File: config.mk
export PLATFORM = sky130hd
export DESIGN_NAME = fft_input_framer
export DESIGN_NICKNAME = d
export VERILOG_FILES = /design/src/rtl/fft_input_framer.sv
export SDC_FILE = /design/constraint.sdc
export NUM_CORES = 1
export LEC_CHECK = 0
export CORE_ASPECT_RATIO = 1.25
export CORE_MARGIN = 5
export CORE_UTILIZATION = 50
export CTS_CLUSTER_DIAMETER = 120
export DETAILED_ROUTE_END_ITERATION = 10
export PLACE_DENSITY = 0.7
export SYNTH_ARGS = -nofsm -noshare
export SYNTH_HDL_FRONTEND = slang
export SYNTH_SLANG_ARGS = --single-unit
File: constraint.sdc
create_clock -name i_clk -period 8.98 [get_ports i_clk]
set_clock_uncertainty 0.05 [all_clocks]
set_input_delay 1.347 -clock i_clk [delete_from_list [all_inputs] [get_ports i_clk]]
set_output_delay 1.347 -clock i_clk [all_outputs]
set_load 0.02 [all_outputs]
File: src/rtl/fft_input_framer.sv
// FFT input framer: FIFO-buffered samples out as fixed-length frames with last flag.
// Optional FRAMER_STATUS_EN adds frame and pad counters.
module fft_input_framer #(
  parameter int DATA_W     = 32,
  parameter int FRAME_LEN  = 1024,
  parameter int CNT_W      = 10,
  parameter int FIFO_DEPTH = 16
) (
  input  logic              i_clk,
  input  logic              i_rst_n,
  input  logic [DATA_W-1:0] i_data,
  input  logic              i_data_valid,
  output logic              o_data_ready,
  input  logic              i_flush,
  output logic [DATA_W-1:0] o_data,
  output logic              o_data_valid,
  output logic              o_data_last,
  input  logic              i_data_ready,
  output logic              o_busy
`ifdef FRAMER_STATUS_EN
  ,
  output logic [15:0]       o_frame_cnt,
  output logic [15:0]       o_pad_cnt
`endif
);

  localparam int PW = $clog2(FIFO_DEPTH);
  localparam int FW = PW + 1;

  localparam logic [1:0] ST_STREAM = 2'd0;
  localparam logic [1:0] ST_DRAIN  = 2'd1;
  localparam logic [1:0] ST_PAD    = 2'd2;

  localparam logic [CNT_W-1:0] CNT_LAST = CNT_W'(FRAME_LEN - 1);
  localparam logic [FW-1:0]    FILL_LIM = FW'(FIFO_DEPTH - 2);

  logic [DATA_W-1:0] mem [FIFO_DEPTH];
  logic [PW-1:0]     wr_ptr;
  logic [PW-1:0]     rd_ptr;
  logic [FW-1:0]     fill;
  logic [FW-1:0]     fill_nxt;
  logic [CNT_W-1:0]  cnt;
  logic [CNT_W-1:0]  cnt_nxt;
  logic [1:0]        state;
  logic [1:0]        state_nxt;

  logic wr;
  logic rd;
  logic beat;
  logic out_free;
  logic fifo_empty;
  logic at_last;
  logic partial;
  logic pad_load;
  logic ready_nxt;

  assign wr         = i_data_valid && o_data_ready;
  assign fifo_empty = (fill == '0);
  assign beat       = o_data_valid && i_data_ready;
  assign out_free   = !o_data_valid || i_data_ready;
  assign rd         = out_free && !fifo_empty && (state != ST_PAD);
  assign at_last    = (cnt == CNT_LAST);
  assign partial    = (cnt != '0) || !fifo_empty || o_data_valid;

  assign o_data_last = o_data_valid && at_last;
  assign o_busy      = (state != ST_STREAM);

  always_comb begin
    fill_nxt = fill + FW'(wr) - FW'(rd);
    cnt_nxt  = cnt;
    if (beat) cnt_nxt = at_last ? '0 : cnt + 1'b1;
  end

  always_comb begin
    state_nxt = state;
    pad_load  = 1'b0;
    unique case (state)
      ST_STREAM: begin
        if (i_flush && partial) state_nxt = ST_DRAIN;
      end
      ST_DRAIN: begin
        // nothing left to read and the output slot empties this cycle
        if (fifo_empty && out_free) begin
          if (cnt_nxt == '0) begin
            state_nxt = ST_STREAM;
          end else begin
            state_nxt = ST_PAD;
            pad_load  = 1'b1;
          end
        end
      end
      ST_PAD: begin
        if (beat) begin
          if (at_last) state_nxt = ST_STREAM;
          else         pad_load  = 1'b1;
        end
      end
      default: state_nxt = ST_STREAM;
    endcase
  end

  assign ready_nxt = (state_nxt == ST_STREAM) && (fill_nxt <= FILL_LIM);

  always_ff @(posedge i_clk) begin
    if (wr) mem[wr_ptr] <= i_data;
  end

  always_ff @(posedge i_clk) begin
    if (!i_rst_n) begin
      wr_ptr       <= '0;
      rd_ptr       <= '0;
      fill         <= '0;
      cnt          <= '0;
      state        <= ST_STREAM;
      o_data_ready <= 1'b0;
    end else begin
      if (wr) wr_ptr <= wr_ptr + 1'b1;
      if (rd) rd_ptr <= rd_ptr + 1'b1;
      fill         <= fill_nxt;
      cnt          <= cnt_nxt;
      state        <= state_nxt;
      o_data_ready <= ready_nxt;
    end
  end

  always_ff @(posedge i_clk) begin
    if (!i_rst_n) begin
      o_data       <= '0;
      o_data_valid <= 1'b0;
    end else if (rd) begin
      o_data       <= mem[rd_ptr];
      o_data_valid <= 1'b1;
    end else if (pad_load) begin
      o_data       <= '0;
      o_data_valid <= 1'b1;
    end else if (beat) begin
      o_data_valid <= 1'b0;
    end
  end

`ifdef FRAMER_STATUS_EN
  always_ff @(posedge i_clk) begin
    if (!i_rst_n) begin
      o_frame_cnt <= '0;
      o_pad_cnt   <= '0;
    end else begin
      if (beat && at_last) o_frame_cnt <= o_frame_cnt + 1'b1;
      if (beat && (state == ST_PAD) && (o_pad_cnt != 16'hFFFF))
        o_pad_cnt <= o_pad_cnt + 1'b1;
    end
  end
`endif

endmodule

==> results.sh, run 1 <==
export IMPL_grt_remaining_overflow=0
export IMPL_p_seq_share_pct=45.2
export IMPL_worstMarginPinSlew_ps=992
export IMPL_whs_ps=401
export IMPL_antenna_found_initial=1
export IMPL_root_buffer="clkbuf_16"
export IMPL_finalWeightedCongestion=0.761
export IMPL_p_comb_share_pct=21.7
export IMPL_slew_violations=0
export IMPL_worstPathCellList="clkdlybuf4s50_1 -> nor2b_1 -> nor3_2 -> ha_1 -> inv_1 -> ha_1 -> fa_1 -> a21oi_1 -> o21bai_1 -> xnor2_1 -> o311a_1 -> a21bo_2 -> o21ai_1"
export IMPL_cp_end_kind="flop"
export IMPL_layout_commonest_cell="edfxtp_1"
export IMPL_via_per_inst=5.81
export IMPL_finalHoldViolCount=0
export IMPL_synth_flop_cell="edfxtp_1"
export IMPL_numClockSinks=575
export IMPL_rsz0062_at_grt="false"
export IMPL_fmax_mhz=252
export IMPL_port_buffer_count=72
export IMPL_vdd_drop_max_mv=0.244
export IMPL_cpPeakStageDelay_ps=620
export IMPL_cts_hold_buf=0
export IMPL_switching_share_pct=26.1
export IMPL_worstSetupStartpointType="input pin"
export IMPL_syn_num_nets=1129
export IMPL_nNetsFinal=1229
export IMPL_grt_max_degree=59
export IMPL_p_int_w=0.00520
export IMPL_ios=73
export IMPL_n_antenna_cell=0
export IMPL_layout_common_cells="edfxtp_1, mux4_2, nand2_1"
export IMPL_cp_depth=13
export IMPL_switching_power_w=0.00184
export IMPL_cp_top_family="adder cells"
export IMPL_dieWidth_um=198
export IMPL_post_cts_buffers=0
export IMPL_drv_cap=0
export IMPL_p_per_area_mw_per_mm2=276
export IMPL_status="completed"
export IMPL_dieArea_mm2=0.0487
export IMPL_post_dp_hpwl_um=23000
export IMPL_slew_headroom_pct=33.9
export IMPL_worstSetupPathType="input pin to flop"
export IMPL_initial_core_util_pct=50.4
export IMPL_grt_pass1_wl_um=68600
export IMPL_crit_end="o_data_ready"
export IMPL_rr_endpoint="o_data_ready"
export IMPL_cts_htree_levels=2
export IMPL_clkSlewWorstSetupHoldPaths_ps=70
export IMPL_grt_pass1_vias=10900
export IMPL_synth_top_area_share_pct=69.3
export IMPL_r2r_cells=14
export IMPL_hold_path_class="flop to flop"
export IMPL_p_total_w=0.00704
export IMPL_r2r_start="fill[2]"
export IMPL_avgSynthCellArea_um2=20.6
export IMPL_cts_buffer_depth=3
export IMPL_min_period_ps=3970
export IMPL_async_reset_ff_share_pct=0
export IMPL_rows=86
export IMPL_groute_usage_overall_pct=18.8
export IMPL_fin_tns_setup_ps=0
export IMPL_synth_cell_types=54
export IMPL_clk_insertion_delay_late_ps=580
export IMPL_seq_area_frac_synth_pct=75.0
export IMPL_reg2reg_slack_ps=5600
export IMPL_drtAntennaViolNets=0
export IMPL_dr_pass1_iters=5
export IMPL_power_leakage_nw=7.95
export IMPL_area_growth_pct=15.1
export IMPL_first_iter_violations=819
export IMPL_worstPathRequired_ps=9440
export IMPL_wirelength_um=44800
export IMPL_cp_max_fo=9
export IMPL_synth_edf_count=512
export IMPL_vias=10400
export IMPL_numCtsBuffers=53
export IMPL_fin_cells=1789
export IMPL_netlist_area_mm2=0.0222
export IMPL_die_y_um=245
export IMPL_yosys_area_top_type="edfxtp_1"
export IMPL_setup_viol_count_final=0
export IMPL_crit_slowest_cell="clkdlybuf4s50_1"
export IMPL_drc_errors=0
export IMPL_fin_crit_sh_pct=44.2
export IMPL_dp_cells=1691
export IMPL_synthCells=1074
export IMPL_wl_per_cell_um=25.0
export IMPL_path_buf_inv=2
export IMPL_clkPwrFrac_pct=33.0
export IMPL_cts_resized=0
export IMPL_drive_gt1_share_pct=24.8
export IMPL_arrival_ps=4420
export IMPL_critPathLaunch="i_data_ready"
export IMPL_yosys_top_cells_area="edfxtp_1, mux4_2, dfxtp_1"
export IMPL_synth_warnings=0
export IMPL_cts_tree="done"
export IMPL_coreArea_mm2=0.0440
export IMPL_ys_ff_latch=575
export IMPL_crit_top_cell="ha_1"
==> power groups by stage <==
stage / sequential (W) / clock [W] / combinational (W)
2_1_floorplan: 0.00323 / 0 / 0.00110
3_3_place_gp: 0.00325 / 0 / 0.00153
3_5_place_dp: 0.00325 / 0 / 0.00155
4_1_cts: 0.00319 / 0.00238 / 0.00156
5_1_grt: 0.00321 / 0.00249 / 0.00166
6_report: 0.00318 / 0.00233 / 0.00153
==> worst min path at each step <==
stage / from / slack [ps] / cells past startpoint / endpoint
CTS: o_data[28] / 410 / 2 / o_data[28]
global route: o_data[22] / 420 / 2 / o_data[22]
global placement: o_data[23] / 390 / 2 / o_data[23]
floorplan: wr_ptr[1] / 440 / 2 / wr_ptr[1]
detailed placement: o_data[21] / 400 / 2 / o_data[21]
finish: o_data[22] / 400 / 2 / o_data[22]
==> cell families (layout without fill, tap and decap cells) <==
family | Yosys count | after routing | synth area share, %
adder cells (fa/ha/maj) | 18 | 18 | 1.05
AND/OR/NAND/NOR | 164 | 164 | 3.54
buffers and inverters | 71 | 214 | 1.42
XOR/XNOR | 19 | 19 | 0.750
AO/OA/AOI/OAI | 64 | 64 | 1.83
flip-flops | 575 | 575 | 75.0
multiplexers | 163 | 163 | 16.4
==> area by class of cell <==
cell class / instances / area, um2
flip-flops and latches: 575 / 16600
multi-input cells: 428 / 5340
clock buffers: 70 / 1490
inverters: 16 / 60.1
repair buffers: 100 / 926
well taps: 572 / 716
fillers: 3137 / 18500
clock inverters: 28 / 335
==> routing by layer <==
| metal | share of wire (%) | vias up | GRT usage [%] |
|---|---|---|---|
| li1 | - | 4562 | - |
| met1 | 42 | 5492 | 26.9 |
| met2 | 51 | 282 | 31.0 |
| met3 | 4.8 | 61 | 2.78 |
| met4 | 2.0 | 2 | 4.78 |
| met5 | 0.029 | - | 0 |
==> worst min-delay path: cells and delay by family (launching register included) <==
kind	cells	cell delay, ps
and+or+nand+nor	1	50
DFF	1	310
AOI/OAI and AO/OA	1	50
==> registers in the layout, indices dropped and copies added (netlist names), named ones only <==
register / flops
wr_ptr: 4
o_data_ready: 1
o_data_valid: 1
rd_ptr: 4
state: 2
cnt: 10
mem: 512
o_data: 32
fill: 5
==> metrics by stage <==
| step | instance area (um2) | util [%] | worst slack, ps |
|---|---|---|---|
| after floorplan | 22200 | - | 4390 |
| after global placement | 23700 | 53.8 | 4550 |
| after detailed placement | 23700 | 53.8 | 4460 |
| after CTS | 25500 | 58.0 | 5040 |
| after global routing | 25500 | 58.0 | 4780 |
| final | 25500 | 58.0 | 5010 |
==> synthesized netlist by cell type, drive strengths merged, types with 3 or more instances <==
library cell    n
nor2b           7
nor3           10
nand2          84
mux4          160
nand2b          3
nor2           18
and2           14
mux2i           3
and3            5
inv            16
xnor2          16
xor2            3
ha             17
dfxtp          63
edfxtp        512
buf            21
o21ai          39
nand4           5
clkbuf         34
nand3           8
a21oi           6
Note: power is estimated with default switching activity, not from simulation.
==> inputs of run 2 (changes only) <==
Clock period 8.98 ns to 4.1 ns, I/O delays scaled along.
==> run 2 against run 1 <==
  * Clock-buffer cell count rose by 9
  * Critical path type is now flop to flop
  * First-iteration DRC count is 28% higher
  * Sequential power rose by 120%
  * Largest power group unchanged
  * Cell count up 0.39%
==> results.sh, run 2 (synthesized netlist as in run 1, its figures left out) <==
export IMPL_min_to="o_data[22]"
export IMPL_setup_viol_count_final=0
export IMPL_slew_violations=0
export IMPL_cp_max_fo=5
export IMPL_die_y_um=245
export IMPL_area_growth_pct=14.9
export IMPL_drc_errors=0
export IMPL_hold_path_class="flop to flop"
export IMPL_ios=73
export IMPL_n_antenna_cell=0
export IMPL_clk_insertion_delay_late_ps=580
export IMPL_grt_pass1_vias=11200
export IMPL_vias=10600
export IMPL_slew_headroom_pct=41.9
export IMPL_layout_commonest_cell="edfxtp_1"
export IMPL_post_dp_hpwl_um=24100
export IMPL_min_path_cells=2
export IMPL_cts_buffer_depth=3
export IMPL_cts_tree="done"
export IMPL_cts_htree_levels=2
export IMPL_clkSlewWorstSetupHoldPaths_ps=60
export IMPL_dieArea_mm2=0.0487
export IMPL_numCtsBuffers=53
export IMPL_worstSetupStartpointType="flop"
export IMPL_final_area_mm2=0.0255
export IMPL_largestRegisters="mem x512, o_data x32, cnt x10"
export IMPL_cts_hold_buf=0
export IMPL_root_buffer="clkbuf_16"
export IMPL_p_total_w=0.0152
export IMPL_drv_cap=0
export IMPL_post_cts_buffers=0
export IMPL_first_iter_violations=1047
export IMPL_vdd_drop_max_mv=0.453
export IMPL_grt_max_degree=85
export IMPL_fmax_mhz=304
export IMPL_fin_crit_sh_pct=80.4
export IMPL_worstMarginPinSlew_ps=872
export IMPL_largest_register_ffs=512
export IMPL_initial_core_util_pct=50.4
export IMPL_cp_end_kind="flop"
export IMPL_wirelength_um=46300
export IMPL_via_per_inst=5.89
export IMPL_rsz0062_at_grt="false"
export IMPL_status="completed"
export IMPL_cts_resized=0
export IMPL_drtAntennaViolNets=0
export IMPL_nNetsFinal=1234
export IMPL_numClockSinks=575
export IMPL_drive_gt1_share_pct=24.3
export IMPL_reg2reg_slack_ps=810
export IMPL_worstPathRequired_ps=4570
export IMPL_dr_pass1_iters=5
export IMPL_rows=86
export IMPL_finalHoldViolCount=0
export IMPL_coreArea_mm2=0.0440
export IMPL_n_fill_cell=3141
export IMPL_arrival_ps=3760
export IMPL_dieWidth_um=198
export IMPL_port_buffer_count=72
export IMPL_grt_remaining_overflow=0
export IMPL_power_leakage_nw=7.94
export IMPL_rr_endpoint="o_data_ready"
export IMPL_max_flop_register="mem"
export IMPL_p_per_area_mw_per_mm2=596
export IMPL_fin_cells=1796
export IMPL_fin_tns_setup_ps=0
export IMPL_dp_cells=1696
export IMPL_finalWeightedCongestion=0.795
export IMPL_placed_cell_area_mm2=0.0238
export IMPL_wl_per_cell_um=25.8
export IMPL_hp_start="o_data[22]"
export IMPL_groute_usage_overall_pct=19.6
export IMPL_min_period_ps=3290
export IMPL_r2r_cells=14
export IMPL_antenna_found_initial=0
export IMPL_grt_pass1_wl_um=71100
export IMPL_layout_common_cells="edfxtp_1, mux4_2, nand2_1"
export IMPL_r2r_start="fill[2]"
export IMPL_worstSetupPathType="flop to flop"
## run 2: layout make-up
| class | count | area (um2) | share of cell area, % |
|---|---|---|---|
| Clock buffer | 79 | 1460 | 5.74 |
| Clock inverter | 21 | 208 | 0.815 |
| Inverter | 16 | 60.1 | 0.236 |
| Multi-Input combinational cell | 428 | 5340 | 21.0 |
| Sequential cell | 575 | 16600 | 65.3 |
| Tap cell | 572 | 716 | 2.81 |
| Timing Repair Buffer | 105 | 1050 | 4.12 |
## run 2: through the flow
stage	hold WS [ps]	utilization, %	setup WS [ps]
5_1_grt	421	57.9	592
6_report	396	57.9	805
2_1_floorplan	439	-	241
3_5_place_dp	391	54.1	477
4_1_cts	399	57.9	812
3_3_place_gp	388	54.1	573
## run 2: worst max path at each step
stage                       from            to  slack [ps]  depth (start not counted)
floorplan           i_data_valid     mem[3][0]         240                          4
global placement    i_data_ready  o_data_ready         570                         13
CTS                      fill[2]  o_data_ready         810                         14
detailed placement  i_data_ready  o_data_ready         480                         13
global route             fill[3]  o_data_ready         590                         14
finish                   fill[2]  o_data_ready         810                         14
## run 2: critical path, cell delays in order (launching register included)
cell and delay, ps:
dfxtp_1 310, inv_1 80, ha_1 150, nor4b_2 510, nor3_2 110, ha_1 310
inv_1 40, ha_1 210, fa_1 450, a21oi_1 150, o21bai_1 90, xnor2_1 210
o311a_1 240, a21bo_2 230, o21ai_1 100
## run 2: where the power goes
group          leakage [nW]  internal, W  switching, W  total (W)
registers              5.12      0.00664      0.000270    0.00691
logic                  2.00      0.00184       0.00170    0.00354
clock network         0.817      0.00267       0.00206    0.00474
total                  7.94       0.0112       0.00404     0.0152
## run 2: per-layer routing
layer | up-vias | global-route usage (%) | share of wire [%]
li1 | 4583 | - | -
met1 | 5593 | 27.3 | 40
met2 | 347 | 33.8 | 52
met3 | 55 | 2.88 | 6.4
met4 | 0 | 3.97 | 1.5
met5 | - | 0 | 0
==> inputs of run 3 (changes only) <==
Settings changed: PLACE_DENSITY 0.7 to 0.73.
Clock period 4.1 ns to 3 ns, I/O delays scaled along.
==> run 3 against run 2 <==
  * Utilization up 0.98 points
  * Combinational power increased by 47%
  * Non-clock buffer count rose by 29
  * Via count grew 1.6%
  * Critical endpoint is now o_data_last
==> results.sh, run 3 (synthesized netlist as in run 1, its figures left out) <==
export IMPL_max_flop_register="mem"
export IMPL_r2r_cells=14
export IMPL_min_period_ps=2920
export IMPL_grt_pass1_vias=11100
export IMPL_dieArea_mm2=0.0487
export IMPL_cts_hold_buf=0
export IMPL_rsz0062_at_grt="true"
export IMPL_antenna_found_initial=1
export IMPL_via_per_inst=5.90
export IMPL_grt_pass1_wl_um=71800
export IMPL_slew_violations=0
export IMPL_drc_errors=0
export IMPL_arrival_ps=2420
export IMPL_drtAntennaViolNets=0
export IMPL_drv_cap=0
export IMPL_groute_usage_overall_pct=20.0
export IMPL_cts_tree="done"
export IMPL_worstSetupStartpointType="flop"
export IMPL_layout_common_cells="edfxtp_1, mux4_2, nand2_1"
export IMPL_min_path_cells=2
export IMPL_numClockSinks=575
export IMPL_nNetsFinal=1262
export IMPL_setup_viol_count_final=0
export IMPL_n_fill_cell=3042
export IMPL_cp_max_fo=7
export IMPL_clkSlewWorstSetupHoldPaths_ps=70
export IMPL_cts_htree_levels=2
export IMPL_wl_per_cell_um=26.2
export IMPL_power_leakage_nw=8.09
export IMPL_coreArea_mm2=0.0440
export IMPL_layout_commonest_cell="edfxtp_1"
export IMPL_drive_gt1_share_pct=26.7
export IMPL_path_buf_inv=1
export IMPL_largestRegisters="mem x512, o_data x32, cnt x10"
export IMPL_slew_headroom_pct=55.9
export IMPL_rows=86
export IMPL_initial_core_util_pct=50.4
export IMPL_cp_top_family="simple AND/OR/NAND/NOR gates"
export IMPL_worstSetupPathType="flop to output port"
export IMPL_dp_cells=1722
export IMPL_post_dp_hpwl_um=26000
export IMPL_worstMarginPinSlew_ps=662
export IMPL_fin_crit_sh_pct=97.3
export IMPL_worstPathCellList="nand2_1 -> nor3_2 -> and3_1 -> clkdlybuf4s50_1"
export IMPL_cpPeakStageDelay_ps=610
export IMPL_cts_buffer_depth=3
export IMPL_finalWeightedCongestion=0.812
export IMPL_numCtsBuffers=52
export IMPL_ios=73
export IMPL_cp_depth=4
export IMPL_dieWidth_um=198
export IMPL_fmax_mhz=342
export IMPL_die_y_um=245
export IMPL_cp_end_kind="output port"
export IMPL_port_buffer_count=72
export IMPL_vias=10800
export IMPL_root_buffer="clkbuf_16"
export IMPL_hold_path_class="input pin to flop"
export IMPL_vdd_drop_max_mv=1.23
export IMPL_largest_register_ffs=512
export IMPL_status="completed"
export IMPL_grt_max_degree=48
export IMPL_fin_tns_setup_ps=0
export IMPL_first_iter_violations=1137
export IMPL_grt_remaining_overflow=0
export IMPL_clk_insertion_delay_late_ps=570
export IMPL_wirelength_um=47800
export IMPL_multi_input_area_mm2=0.00538
export IMPL_area_growth_pct=16.9
export IMPL_p_total_w=0.0211
export IMPL_dr_pass1_iters=5
export IMPL_worstPathRequired_ps=2500
export IMPL_fin_cells=1822
export IMPL_p_per_area_mw_per_mm2=814
export IMPL_finalHoldViolCount=0
export IMPL_regArea_mm2=0.0166
export IMPL_crit_slowest_cell="clkdlybuf4s50_1"
==> run 3: cell count changes in the layout (fill, tap and decap cells not counted), sizes merged <==
cell and change:
buf +29, clkbuf -12, clkinvlp +6, bufinv +2, clkinv +1, diode +1
inv -1
==> run 3: power by group <==
| part | internal [W] | total, W | switching (W) | leakage [nW] |
|---|---|---|---|---|
| combinational | 0.00276 | 0.00519 | 0.00243 | 2.17 |
| clock | 0.00369 | 0.00648 | 0.00279 | 0.796 |
| sequential | 0.00907 | 0.00944 | 0.000366 | 5.12 |
==> run 3: worst paths after layout <==
path | start | endpoint | slack, ps
worst max-delay path | cnt[2] | o_data_last | 80
worst min-delay path | i_rst_n | o_data_valid | 320
worst max register to register | fill[2] | o_data_ready | 130
worst min register to register | o_data[22] | o_data[22] | 400
==> run 3: final cells by class <==
class | count | area share [%]
sequential | 575 | 64.2
multi-input combinational | 428 | 20.8
timing repair buffer | 134 | 5.57
clock buffer | 67 | 5.32
tap | 572 | 2.76
clock inverter | 29 | 1.10
inverter | 16 | 0.232
antenna | 1 | 0.00965
==> run 3: worst reg2reg max path, cell delays in order, from the launching register on <==
cell	delay, ps
dfxtp_2	330
inv_2	60
ha_1	140
nor4b_4	250
nor3_2	80
ha_1	280
inv_1	40
ha_2	180
fa_2	350
a21oi_2	160
o21bai_1	110
xnor2_1	230
o311a_1	220
a21bo_2	220
o21ai_1	100
==> run 3: layer usage <==
layer  track usage, %  up-vias  wire (um)
met5                0        -          0
li1                 -     4638          -
met2             33.5      378      24800
met3             3.18       61       3250
met4             4.36        0        861
met1             28.0     5675      18900
==> run 3: what timing repair did <==
action	in CTS	in global routing
buffers inserted	1	2
endpoints found under the setup margin	1	2
gates resized for setup	2	7
pin swaps	1	6
==> run 3: stage by stage <==
stage | hold WS, ps | util (%) | setup WS (ps) | instance area (um2)
after floorplan | 439 | - | 77.8 | 22200
after global placement | 390 | 55.0 | -128 | 24200
after detailed placement | 394 | 55.0 | -220 | 24200
after CTS | 317 | 58.8 | 18.2 | 25900
after global routing | 329 | 58.9 | -54.1 | 25900
final | 322 | 58.9 | 79.9 | 25900
